**src/rtl/uart_sched_pkg.sv**
```systemverilog
// uart_sched_pkg: shared FSM encoding, widths and index-wrap helper for the UART transmit scheduler.
package uart_sched_pkg;
   localparam int BYTE_W = 8;
   localparam int GID_W  = 3;

   typedef enum logic [1:0] {
      ST_IDLE      = 2'd0,
      ST_ISSUE     = 2'd1,
      ST_WAIT_DONE = 2'd2,
      ST_FINISH    = 2'd3
   } state_t;

   function automatic int wrap(input int v, input int n);
      return (v >= n) ? v - n : v;
   endfunction
endpackage

```
**src/rtl/rr_arbiter.sv**
```systemverilog
// rr_arbiter: combinational round-robin pick of the first valid requester at or after ptr.
module rr_arbiter
   import uart_sched_pkg::*;
#(
   parameter int NUM_REQ = 4
) (
   input  logic [NUM_REQ-1:0] valid,
   input  logic [GID_W-1:0]   ptr,
   output logic [NUM_REQ-1:0] gnt,
   output logic [GID_W-1:0]   idx
);
   logic [NUM_REQ-1:0] rot;

   // rot[i] is requester (ptr+i) mod NUM_REQ; scanning downwards leaves the nearest one
   always_comb begin
      rot = NUM_REQ'({valid, valid} >> ptr);
      gnt = '0;
      idx = '0;
      for (int i = NUM_REQ - 1; i >= 0; i--)
         if (rot[i]) begin
            idx = GID_W'(wrap(int'(ptr) + i, NUM_REQ));
            gnt = NUM_REQ'(1) << idx;
         end
   end
endmodule

```
**src/rtl/uart_tx_sched.sv**
```systemverilog
// uart_tx_sched: round-robin sharing of one UART transmitter between NUM_REQ requesters.
// Define UART_SCHED_TIMEOUT_EN to also bound the wait for uart_busy to fall by DONE_TMO cycles.
module uart_tx_sched
   import uart_sched_pkg::*;
#(
   parameter int NUM_REQ   = 4,
   parameter int ISSUE_TMO = 16,
   parameter int DONE_TMO  = 'h00FF_FFFF
) (
   input  logic                      clk,
   input  logic                      reset,
   input  logic [NUM_REQ-1:0]        req_valid,
   input  logic [BYTE_W*NUM_REQ-1:0] req_data,
   output logic [NUM_REQ-1:0]        req_ack,
   output logic [NUM_REQ-1:0]        req_done,
   output logic                      req_err,
   output logic [GID_W-1:0]          grant_id,
   output logic                      tx_external,
   output logic [BYTE_W-1:0]         tx_data,
   input  logic                      uart_busy,
   output logic                      sched_busy
);
   localparam int MAX_TMO = (ISSUE_TMO > DONE_TMO) ? ISSUE_TMO : DONE_TMO;
   localparam int CNT_W   = $clog2(MAX_TMO + 1);

   state_t             state;
   logic [GID_W-1:0]   rr_ptr;
   logic [GID_W-1:0]   arb_idx;
   logic [NUM_REQ-1:0] arb_gnt;
   logic [CNT_W-1:0]   cnt;
   logic               err;

   rr_arbiter #(.NUM_REQ(NUM_REQ)) u_arb (
      .valid (req_valid),
      .ptr   (rr_ptr),
      .gnt   (arb_gnt),
      .idx   (arb_idx)
   );

   assign sched_busy = (state != ST_IDLE);

   always_ff @(posedge clk or negedge reset) begin
      if (!reset) begin
         state       <= ST_IDLE;
         rr_ptr      <= '0;
         grant_id    <= '0;
         tx_external <= 1'b0;
         tx_data     <= '0;
         req_ack     <= '0;
         req_done    <= '0;
         req_err     <= 1'b0;
         cnt         <= '0;
         err         <= 1'b0;
      end else begin
         req_ack  <= '0;
         req_done <= '0;
         req_err  <= 1'b0;
         case (state)
            ST_IDLE:
               if (|req_valid && !uart_busy) begin
                  tx_data     <= BYTE_W'(req_data >> {arb_idx, 3'b000});
                  grant_id    <= arb_idx;
                  req_ack     <= arb_gnt;
                  tx_external <= 1'b1;
                  cnt         <= '0;
                  state       <= ST_ISSUE;
               end
            ST_ISSUE:
               if (uart_busy) begin
                  tx_external <= 1'b0;
                  cnt         <= '0;
                  state       <= ST_WAIT_DONE;
               end else if (cnt == CNT_W'(ISSUE_TMO - 1)) begin
                  tx_external <= 1'b0;
                  err         <= 1'b1;
                  cnt         <= '0;
                  state       <= ST_FINISH;
               end else
                  cnt <= cnt + CNT_W'(1);
`ifdef UART_SCHED_TIMEOUT_EN
            // a byte that completes on the deadline cycle still counts as good
            ST_WAIT_DONE:
               if (!uart_busy || cnt == CNT_W'(DONE_TMO - 1)) begin
                  err   <= uart_busy;
                  cnt   <= '0;
                  state <= ST_FINISH;
               end else
                  cnt <= cnt + CNT_W'(1);
`else
            ST_WAIT_DONE:
               if (!uart_busy) begin
                  cnt   <= '0;
                  state <= ST_FINISH;
               end
`endif
            ST_FINISH: begin
               req_done <= NUM_REQ'(1) << grant_id;
               req_err  <= err;
               err      <= 1'b0;
               rr_ptr   <= GID_W'(wrap(int'(grant_id) + 1, NUM_REQ));
               cnt      <= '0;
               state    <= ST_IDLE;
            end
            default: state <= ST_IDLE;
         endcase
      end
   end
endmodule

```
**config.mk**
```make
export PLATFORM = sky130hd
export DESIGN_NAME = uart_tx_sched
export DESIGN_NICKNAME = d
export VERILOG_FILES = /design/src/rtl/uart_sched_pkg.sv /design/src/rtl/rr_arbiter.sv /design/src/rtl/uart_tx_sched.sv
export SDC_FILE = /design/constraint.sdc
export NUM_CORES = 1
export LEC_CHECK = 0
export BUFFER_PORTS_ARGS = -buffer_cell sky130_fd_sc_hd__buf_2
export CAP_MARGIN = 20
export CORE_ASPECT_RATIO = 0.8
export CORE_MARGIN = 2
export CORE_UTILIZATION = 45
export DETAILED_ROUTE_END_ITERATION = 8
export PLACE_DENSITY = 0.64
export RECOVER_POWER = 100
export SLEW_MARGIN = 20
export SYNTH_ARGS = -nofsm -noshare
export SYNTH_HDL_FRONTEND = slang
export SYNTH_HIERARCHICAL = 1
export SYNTH_SLANG_ARGS = --single-unit
```
**constraint.sdc**
```tcl
create_clock -name clk -period 3.4 [get_ports clk]
set_input_delay 0.51 -clock clk [delete_from_list [all_inputs] [get_ports clk]]
set_output_delay 0.51 -clock clk [all_outputs]
set_load 0.02 [all_outputs]
```
# Word level (Yosys, flattened, before mapping)
# Cells that the tools add are included.
# word_totals
ff_bits	51
out_inout_bits	22
wordCells	87
# op_classes
n_eq_ne	9
n_lt_le_gt_ge	5
n_addsub	10
shifts	7
muxes	34
n_reduce_logical	12
# ops
cell	count
$mux 24	4
$pmux 24 s4	1
$shr 32x6->8	1
$mux 4	7
$mux 3	9
$add 24x1->24 const B	1
$eq 24x4->1 const B	1
$shl 1x3->4 const A	5
$ge 4x3->1 const B	4
$sub 3x3->3 const B	5
$reduce_and 3->1	3
$add 3x1->4 const B	2
$add 3x2->4 const B	2
$mux 2	4
$ne 2x2->1 const B	4
$pmux 2 s4	1
$shr 8x3->4	1
$mux 1	6
$reduce_bool 2->1	3
$eq 2x2->1 const B	2
$pmux 1 s2	2
$reduce_and 2->1	2
$reduce_or 4->1	1
$ge 3x3->1 const B	1
5 further kinds	5

# Depth between registers and ports, before layout
# Gate-level depths: netlist (run 1).
# logic_depth
depth_word	10
depth_mapped	10
depth_no_buf	8

# Modules after synthesis
# Netlist (run 1), hierarchy kept.
# by_module_without_submodules
module	seq_area_each_um2	n_inst	cells_per_inst	area_each_um2
uart_tx_sched	1276.2	1	251	2693.8
rr_arbiter	0.0	1	55	471.7

# Least setup slack after synthesis (run 1)
# Ideal clock, no wire load.
# synth_path
kind	register to register
from	register rr_ptr[1]
to	register tx_data[0]
path_stages_with_launch	11
path_buffers	3
synth_period_minus_slack_ps	2441
setup_time_ps	126
t_arrival_ps	2315
path_slack_ps	959
path_cell_list	dfrtp_1 -> buf_6 -> mux2_2 -> mux2i_4 -> buf_4 -> o21ai_0 -> o21bai_1 -> buf_2 -> mux4_2 -> nand2_1 -> o21ai_0
# synth_via
elab_chain_cells	8
elab_cells_between_ends	21
# synth_lines
element	line_no	source
start, declared	uart_tx_sched.sv:27	logic [GID_W-1:0] rr_ptr;
start signal, assigned	uart_tx_sched.sv:100	rr_ptr <= GID_W'(wrap(int'(grant_id) + 1, NUM_REQ));
$add 3x2->4	rr_arbiter.sv:21	idx = GID_W'(wrap(int'(ptr) + i, NUM_REQ));
$ge 4x3->1	uart_sched_pkg.sv:14	return (v >= n) ? v - n : v;
$mux 3	uart_sched_pkg.sv:14	
$mux 3 (3 in a row)	rr_arbiter.sv:20	if (rot[i]) begin
$mux 3 *	rr_arbiter.sv:20	
named net arb_idx[0]	uart_tx_sched.sv:28	logic [GID_W-1:0] arb_idx;
$shr 32x6->8 *	uart_tx_sched.sv:61	tx_data <= BYTE_W'(req_data >> {arb_idx, 3'b000});
end signal, assigned	uart_tx_sched.sv:61	
end, declared	uart_tx_sched.sv:19	output logic [BYTE_W-1:0] tx_data,
# Mark *: on every way through the listed nets, which the timed path passes. The rest lies on a longest branch.
# A chain may end at the register's enable or synchronous reset.

# Worst setup path in the final report (run 1)
# layout_path
from	register rr_ptr[1]
to	register tx_data[2]
# layout_via
elab_chain_cells	8
elab_cells_between_ends	21
# layout_lines
element	line_no
$add 3x2->4	rr_arbiter.sv:21
$ge 4x3->1 or $sub 3x3->3 (tied branches)	uart_sched_pkg.sv:14
$mux 3	uart_sched_pkg.sv:14
$mux 3 (3 in a row)	rr_arbiter.sv:20
$mux 3 *	rr_arbiter.sv:20
named net arb_idx[1]	uart_tx_sched.sv:28
$shr 32x6->8 *	uart_tx_sched.sv:61
# Marked as above.

==> results_dict.tcl, run 1 <==
set metrics [dict create \
    grt_use_met3_pct 3.61 \
    synth.distinct_cells 60 \
    critPathKind "reg2reg" \
    fin_crit_ns 3.01 \
    fin_ws_ns 0.389 \
    finalHoldViolCount 0 \
    cpPeakStageDelay_ns 0.66 \
    place_congestion 0.905 \
    syn_nets 362 \
    synth-edff-count 0 \
    r2r_end "tx_data[2]$_DFFE_PN0P_" \
    cts_buffers 5 \
    clkLatencyLatePin_ns 0.31 \
    setup_viol 0 \
    grt.overflow.total 0 \
    cts.clk_slew.worst_paths_ns 0.10 \
    post-cts-setup-buffer-count 0 \
    grt_use_met1_pct 26.9 \
    grt_busiest_layer "met2" \
    cap_viol_max_count 1 \
    grt_pass1_wl_mm 11.8 \
    crit_buf_inv 0 \
    cp_data_required_time_ns 3.59 \
    cp_slowest_cell "dfrtp_1" \
    internal-power_w 0.00159 \
    peakVddDrop_v 0.000384 \
    fin_crit_sh_pct 88.5 \
    layout_commonest_cell "dfrtp_1" \
    ff2ff_path_depth 8 \
    rrSetupSlack_ns 0.39 \
    dp_hpwl_mm 5.03 \
    die-area_um2 7730 \
    die_y_um 79.0 \
    detail_route.vias_per_cell 5.65 \
    first_iter_violations 64 \
    powerDensity_nw_per_um2 752 \
    drive_gt1_share_pct 20.4 \
    first_global_vias 2469 \
    crit_path_max_fanout 14 \
    cts_sinks 51 \
    p_clk_share_pct 18.7 \
    io_pins 61 \
    rsz0062_at_grt "no" \
    syn_avg_cell_area_um2 10.3 \
    violations "max-capacitance violations, max-slew violations" \
    first_pass_iters 6 \
    synth.yosys.warnings 6 \
    wire_per_inst_um 15.0 \
    finClkSkew_ns 0.00495 \
    portBuffers 60 \
    power.switching_w 0.00111 \
    cts_hold_buf 0 \
    outcome "complete, but fails checks" \
    hold_depth 2 \
    grt_use_met2_pct 29.6 \
    cts_max_level 2 \
    leakage_nw 1.61 \
    pwr-share-comb_pct 50.6 \
    min_path_type "reg2reg" \
    vias 2564 \
    ys_seq_elements 51 \
    core_um2 6860 \
    area_growth_pct 13.4 \
    preCtsSetupSlack_ns 0.502 \
    num_rows 27 \
    start_kind "register" \
    cp_top_family "multiplexers" \
    synth_area_um2 3170 \
    ant_nets 0 \
    final_cell_mix "dfrtp_1 (51), buf_2 (37), nand2_1 (31)" \
    arrival_ns 3.20 \
    fp.dieW_um 97.8 \
    clockBufferDepth 2 \
    cts_tree "yes" \
    hold_path_startpoint "tx_data[7]$_DFFE_PN0P_" \
    power_frac_seq_pct 30.7 \
    tns_ns 0 \
    synth_cells 306 \
    relSlewSlack_pct -30.6 \
    cts-root-buf "clkbuf_8" \
    grtUsageTotal_pct 18.6 \
    synthArstFlopShare_pct 100 \
    p_sw_share_pct 41.2 \
    routed_wl_mm 6.80 \
    r2r_start "rr_ptr[1]$_DFFE_PN0P_" \
    fin_hold_ws_ns 0.492 \
    antenna_found_initial 0 \
    drc 0 \
    nets 422 \
    initial_utilization_pct 46.2 \
    cts_resized 0 \
    tightestPinTransition_ns 1.96 \
    cp_cell_sequence "mux2_1 -> mux2i_4 -> o21ai_1 -> nor4_1 -> a311o_1 -> mux4_2 -> nand2_1 -> o21ai_0" \
    min_to "tx_data[7]$_DFFE_PN0P_" \
    clock.fmax_ghz 0.332 \
    end_kind "register" \
    drv_slew 37 \
    synth_flop_cell "dfrtp_1" \
    diodes 0 \
    power.total_w 0.00270 \
    grt_start_max_net_pins 37 \
    yosysSeqAreaShare_pct 40.3 \
]
## power by group through the flow
stage	sequential, W	combinational, W	clock, W
3_5_place_dp	0.000839	0.00143	0
2_1_floorplan	0.000896	0.00106	0
4_1_cts	0.000829	0.00143	0.000517
3_3_place_gp	0.000837	0.00142	0
6_report	0.000829	0.00137	0.000505
5_1_grt	0.000849	0.00152	0.000539
## layout make-up
type                    count  area, um2
well taps                  87        109
repair buffers             65        302
multi-input cells         232       1730
flip-flops and latches     51       1280
fillers                   640       3270
clock buffers               5       68.8
inverters                  11       41.3
clock inverters             3       67.6
## state kept, by name, indices dropped and copies added (netlist names), 2 cells and up
name,flops
state,2
req_done,4
grant_id,3
cnt,24
req_ack,4
tx_data,8
rr_ptr,3
## logic make-up (layout without fill, tap and decap cells)
family | count (synthesis) | count (layout) | share of synthesized area [%]
adders and majority gates | 17 | 17 | 6.72
AOI/OAI and AO/OA | 64 | 64 | 14.7
xor gates and xnor gates | 13 | 13 | 3.60
muxes | 17 | 17 | 9.25
buffers and inverters | 23 | 84 | 4.35
and+or+nand+nor | 120 | 120 | 21.0
other | 1 | 1 | 0.118
DFF | 51 | 51 | 40.3
## cell usage after synthesis, drive strengths merged, types with 2 or more instances
library cell	instances	area share, %
dfrtp	51	40
nand2	32	4.0
o21ai	30	5.2
nor2	24	2.9
ha	17	6.7
xor2	12	3.3
and2	11	2.3
inv	11	1.3
buf	10	2.8
nand3	10	2.1
a21oi	9	1.4
nand4	9	1.8
mux4	8	5.7
and3	7	1.4
nor2b	7	1.4
nor4	7	1.9
mux2	5	1.9
or3	5	0.99
mux2i	4	1.7
a211oi	3	1.4
a21o	3	0.71
a221oi	3	1.0
a22o	3	0.83
nor3	3	0.99
a221o	2	0.63
a311oi	2	0.55
clkbuf	2	0.24
o221a	2	0.71
o22ai	2	0.59
## tightest hold or removal path, cell delays in order (launching register included)
cell,delay (ns)
dfrtp_1,0.35
nand2_1,0.05
o21ai_0,0.06
## worst max-delay path by stage
| stage | slack [ns] | from | cells past startpoint | to |
|---|---|---|---|---|
| after global routing | 0.18 | rr_ptr[1]$_DFFE_PN0P_ | 8 | tx_data[7]$_DFFE_PN0P_ |
| after floorplan | 0.96 | rr_ptr[1]$_DFFE_PN0P_ | 10 | tx_data[0]$_DFFE_PN0P_ |
| after global placement | 0.59 | rr_ptr[1]$_DFFE_PN0P_ | 8 | tx_data[3]$_DFFE_PN0P_ |
| after detailed placement | 0.50 | rr_ptr[1]$_DFFE_PN0P_ | 8 | tx_data[2]$_DFFE_PN0P_ |
| after CTS | 0.49 | rr_ptr[1]$_DFFE_PN0P_ | 8 | tx_data[2]$_DFFE_PN0P_ |
| final | 0.39 | rr_ptr[1]$_DFFE_PN0P_ | 8 | tx_data[2]$_DFFE_PN0P_ |
## stage by stage
stage,utilization (%),cell area (um2),instances
floorplan,-,3170,306
global placement,51.3,3520,446
detailed placement,51.3,3520,446
CTS,53.3,3650,454
global route,52.3,3590,454
finish,52.3,3590,454
## routing by layer
layer	part of all wire [%]	up-vias
met5	0	-
met4	0.87	0
met3	5.1	10
met2	46	76
met1	48	1256
li1	-	1222
Power figures use the tool's default switching activity.
==> inputs of run 2 (changes only) <==
--- a/config.mk
+++ b/config.mk
@@ -11,8 +11,10 @@
 export CORE_MARGIN = 2
 export CORE_UTILIZATION = 45
 export DETAILED_ROUTE_END_ITERATION = 8
+export HOLD_SLACK_MARGIN = 0.08
 export PLACE_DENSITY = 0.64
 export RECOVER_POWER = 100
+export SKIP_CTS_REPAIR_TIMING = 1
 export SLEW_MARGIN = 20
 export SYNTH_ARGS = -nofsm -noshare
 export SYNTH_HDL_FRONTEND = slang
==> constraint.sdc (replaced) <==
create_clock -name clk -period 3.3 [get_ports clk]
set_input_delay 0.495 -clock clk [delete_from_list [all_inputs] [get_ports clk]]
set_output_delay 0.495 -clock clk [all_outputs]
set_load 0.02 [all_outputs]
==> run 2 against run 1 <==
  * The run ends with max-capacitance violations left
  * Sequential share of layout area fell by 0.17 points
  * Global-route usage increased by 1.0 points
  * Final cell count increased by 0.66%
  * Clock power grew 1%
  * Highest routed layer unchanged
==> results_dict.tcl, run 2 (synthesized netlist as in run 1, its figures left out) <==
set metrics [dict create \
    first_global_vias 2507 \
    drive_gt1_share_pct 21.4 \
    cts_sinks 51 \
    outcome "complete, but fails checks" \
    rsz0062_at_grt "no" \
    core_um2 6860 \
    drc 0 \
    fin_crit_sh_pct 82.1 \
    powerDensity_nw_per_um2 783 \
    grt_start_max_net_pins 28 \
    clockBufferDepth 2 \
    finalHoldViolCount 0 \
    tns_ns 0 \
    clkLatencyLatePin_ns 0.31 \
    dp.cells 449 \
    crit_path_max_fanout 14 \
    routed_wl_mm 6.96 \
    largest-register "cnt" \
    drv_slew 0 \
    relSlewSlack_pct 0.0789 \
    nets 425 \
    tightestPinTransition_ns 1.50 \
    area_growth_pct 14.0 \
    first_pass_iters 5 \
    initial_utilization_pct 46.2 \
    cap_viol_max_count 1 \
    vias 2496 \
    final_cell_mix "dfrtp_1 (51), buf_2 (37), nand2_1 (31)" \
    fill_cells 647 \
    grtUsageTotal_pct 19.6 \
    cts-root-buf "clkbuf_8" \
    cts_buffers 5 \
    setup_viol 0 \
    cts.clk_slew.worst_paths_ns 0.10 \
    start_kind "register" \
    clock.fmax_ghz 0.369 \
    dp_hpwl_mm 5.17 \
    grt.overflow.total 0 \
    peakVddDrop_v 0.000531 \
    diodes 0 \
    min_path_type "reg2reg" \
    cts_max_level 2 \
    largestRegisters "cnt x24, tx_data x8" \
    largest_reg_flops 24 \
    grt_pass1_wl_mm 12.1 \
    num_rows 27 \
    fin_crit_ns 2.71 \
    violations "max-capacitance violations" \
    cts_tree "yes" \
    die-area_um2 7730 \
    fp.dieW_um 97.8 \
    wire_per_inst_um 15.2 \
    arrival_ns 2.91 \
    ant_nets 0 \
    first_iter_violations 130 \
    end_kind "register" \
    leakage_nw 1.63 \
    io_pins 61 \
    fin_cells 457 \
    finClkSkew_ns 0.0102 \
    place_congestion 0.937 \
    portBuffers 60 \
    cp_data_required_time_ns 3.50 \
    detail_route.vias_per_cell 5.46 \
    layout_commonest_cell "dfrtp_1" \
    antenna_found_initial 0 \
    die_y_um 79.0 \
    critPathKind "reg2reg" \
]
[run 2: final timing paths]
check	start	end	slack, ns	cells after the start
max reg2reg	rr_ptr[1]$_DFFE_PN0P_	tx_data[3]$_DFFE_PN0P_	0.59	8
max	rr_ptr[1]$_DFFE_PN0P_	tx_data[3]$_DFFE_PN0P_	0.59	8
max in group asynchronous	reset	grant_id[0]$_DFFE_PN0P_	1.37	2
min	tx_data[7]$_DFFE_PN0P_	tx_data[7]$_DFFE_PN0P_	0.49	2
min reg2reg	tx_data[7]$_DFFE_PN0P_	tx_data[7]$_DFFE_PN0P_	0.49	2
min in group asynchronous	reset	rr_ptr[1]$_DFFE_PN0P_	0.53	1
[run 2: layout make-up]
cell class | instances | area [um2] | area share, %
Clock buffer | 6 | 72.6 | 2.01
Clock inverter | 2 | 60.1 | 1.66
Inverter | 11 | 41.3 | 1.14
Multi-Input combinational cell | 232 | 1730 | 47.9
Sequential cell | 51 | 1280 | 35.4
Tap cell | 87 | 109 | 3.02
Timing Repair Buffer | 68 | 320 | 8.88
[run 2: power by group]
part	leakage, nW	total [W]	switching, W	internal [W]
Clock	0.0654	0.000512	0.000209	0.000303
Sequential	0.688	0.000846	0.000108	0.000738
Combinational	0.873	0.00147	0.000846	0.000621
[run 2: routing by layer]
layer / track usage, % / part of all wire (%)
met1: 27.3 / 48
met2: 31.9 / 46
met3: 3.35 / 4.6
met4: 5.56 / 1.5
met5: 0 / 0
[run 2: metrics by stage]
| stage | cell area, um2 | hold WS, ns | utilization [%] | setup WS, ns | total power (W) |
|---|---|---|---|---|---|
| floorplan | 3170 | 0.199 | - | 0.859 | 0.00201 |
| global placement | 3540 | 0.463 | 51.6 | 0.679 | 0.00234 |
| detailed placement | 3540 | 0.469 | 51.6 | 0.602 | 0.00237 |
| CTS | 3670 | 0.213 | 53.5 | 0.590 | 0.00289 |
| global route | 3610 | 0.530 | 52.6 | 0.280 | 0.00304 |
| finish | 3610 | 0.489 | 52.6 | 0.590 | 0.00282 |
[run 2: critical path, cell delays in order, from the launching register on]
cell	delay, ns
dfrtp_1	0.64
inv_1	0.24
a221oi_2	0.32
o21ai_2	0.13
nor4_1	0.27
a311o_1	0.46
mux4_2	0.38
nand2_1	0.08
o21ai_0	0.08
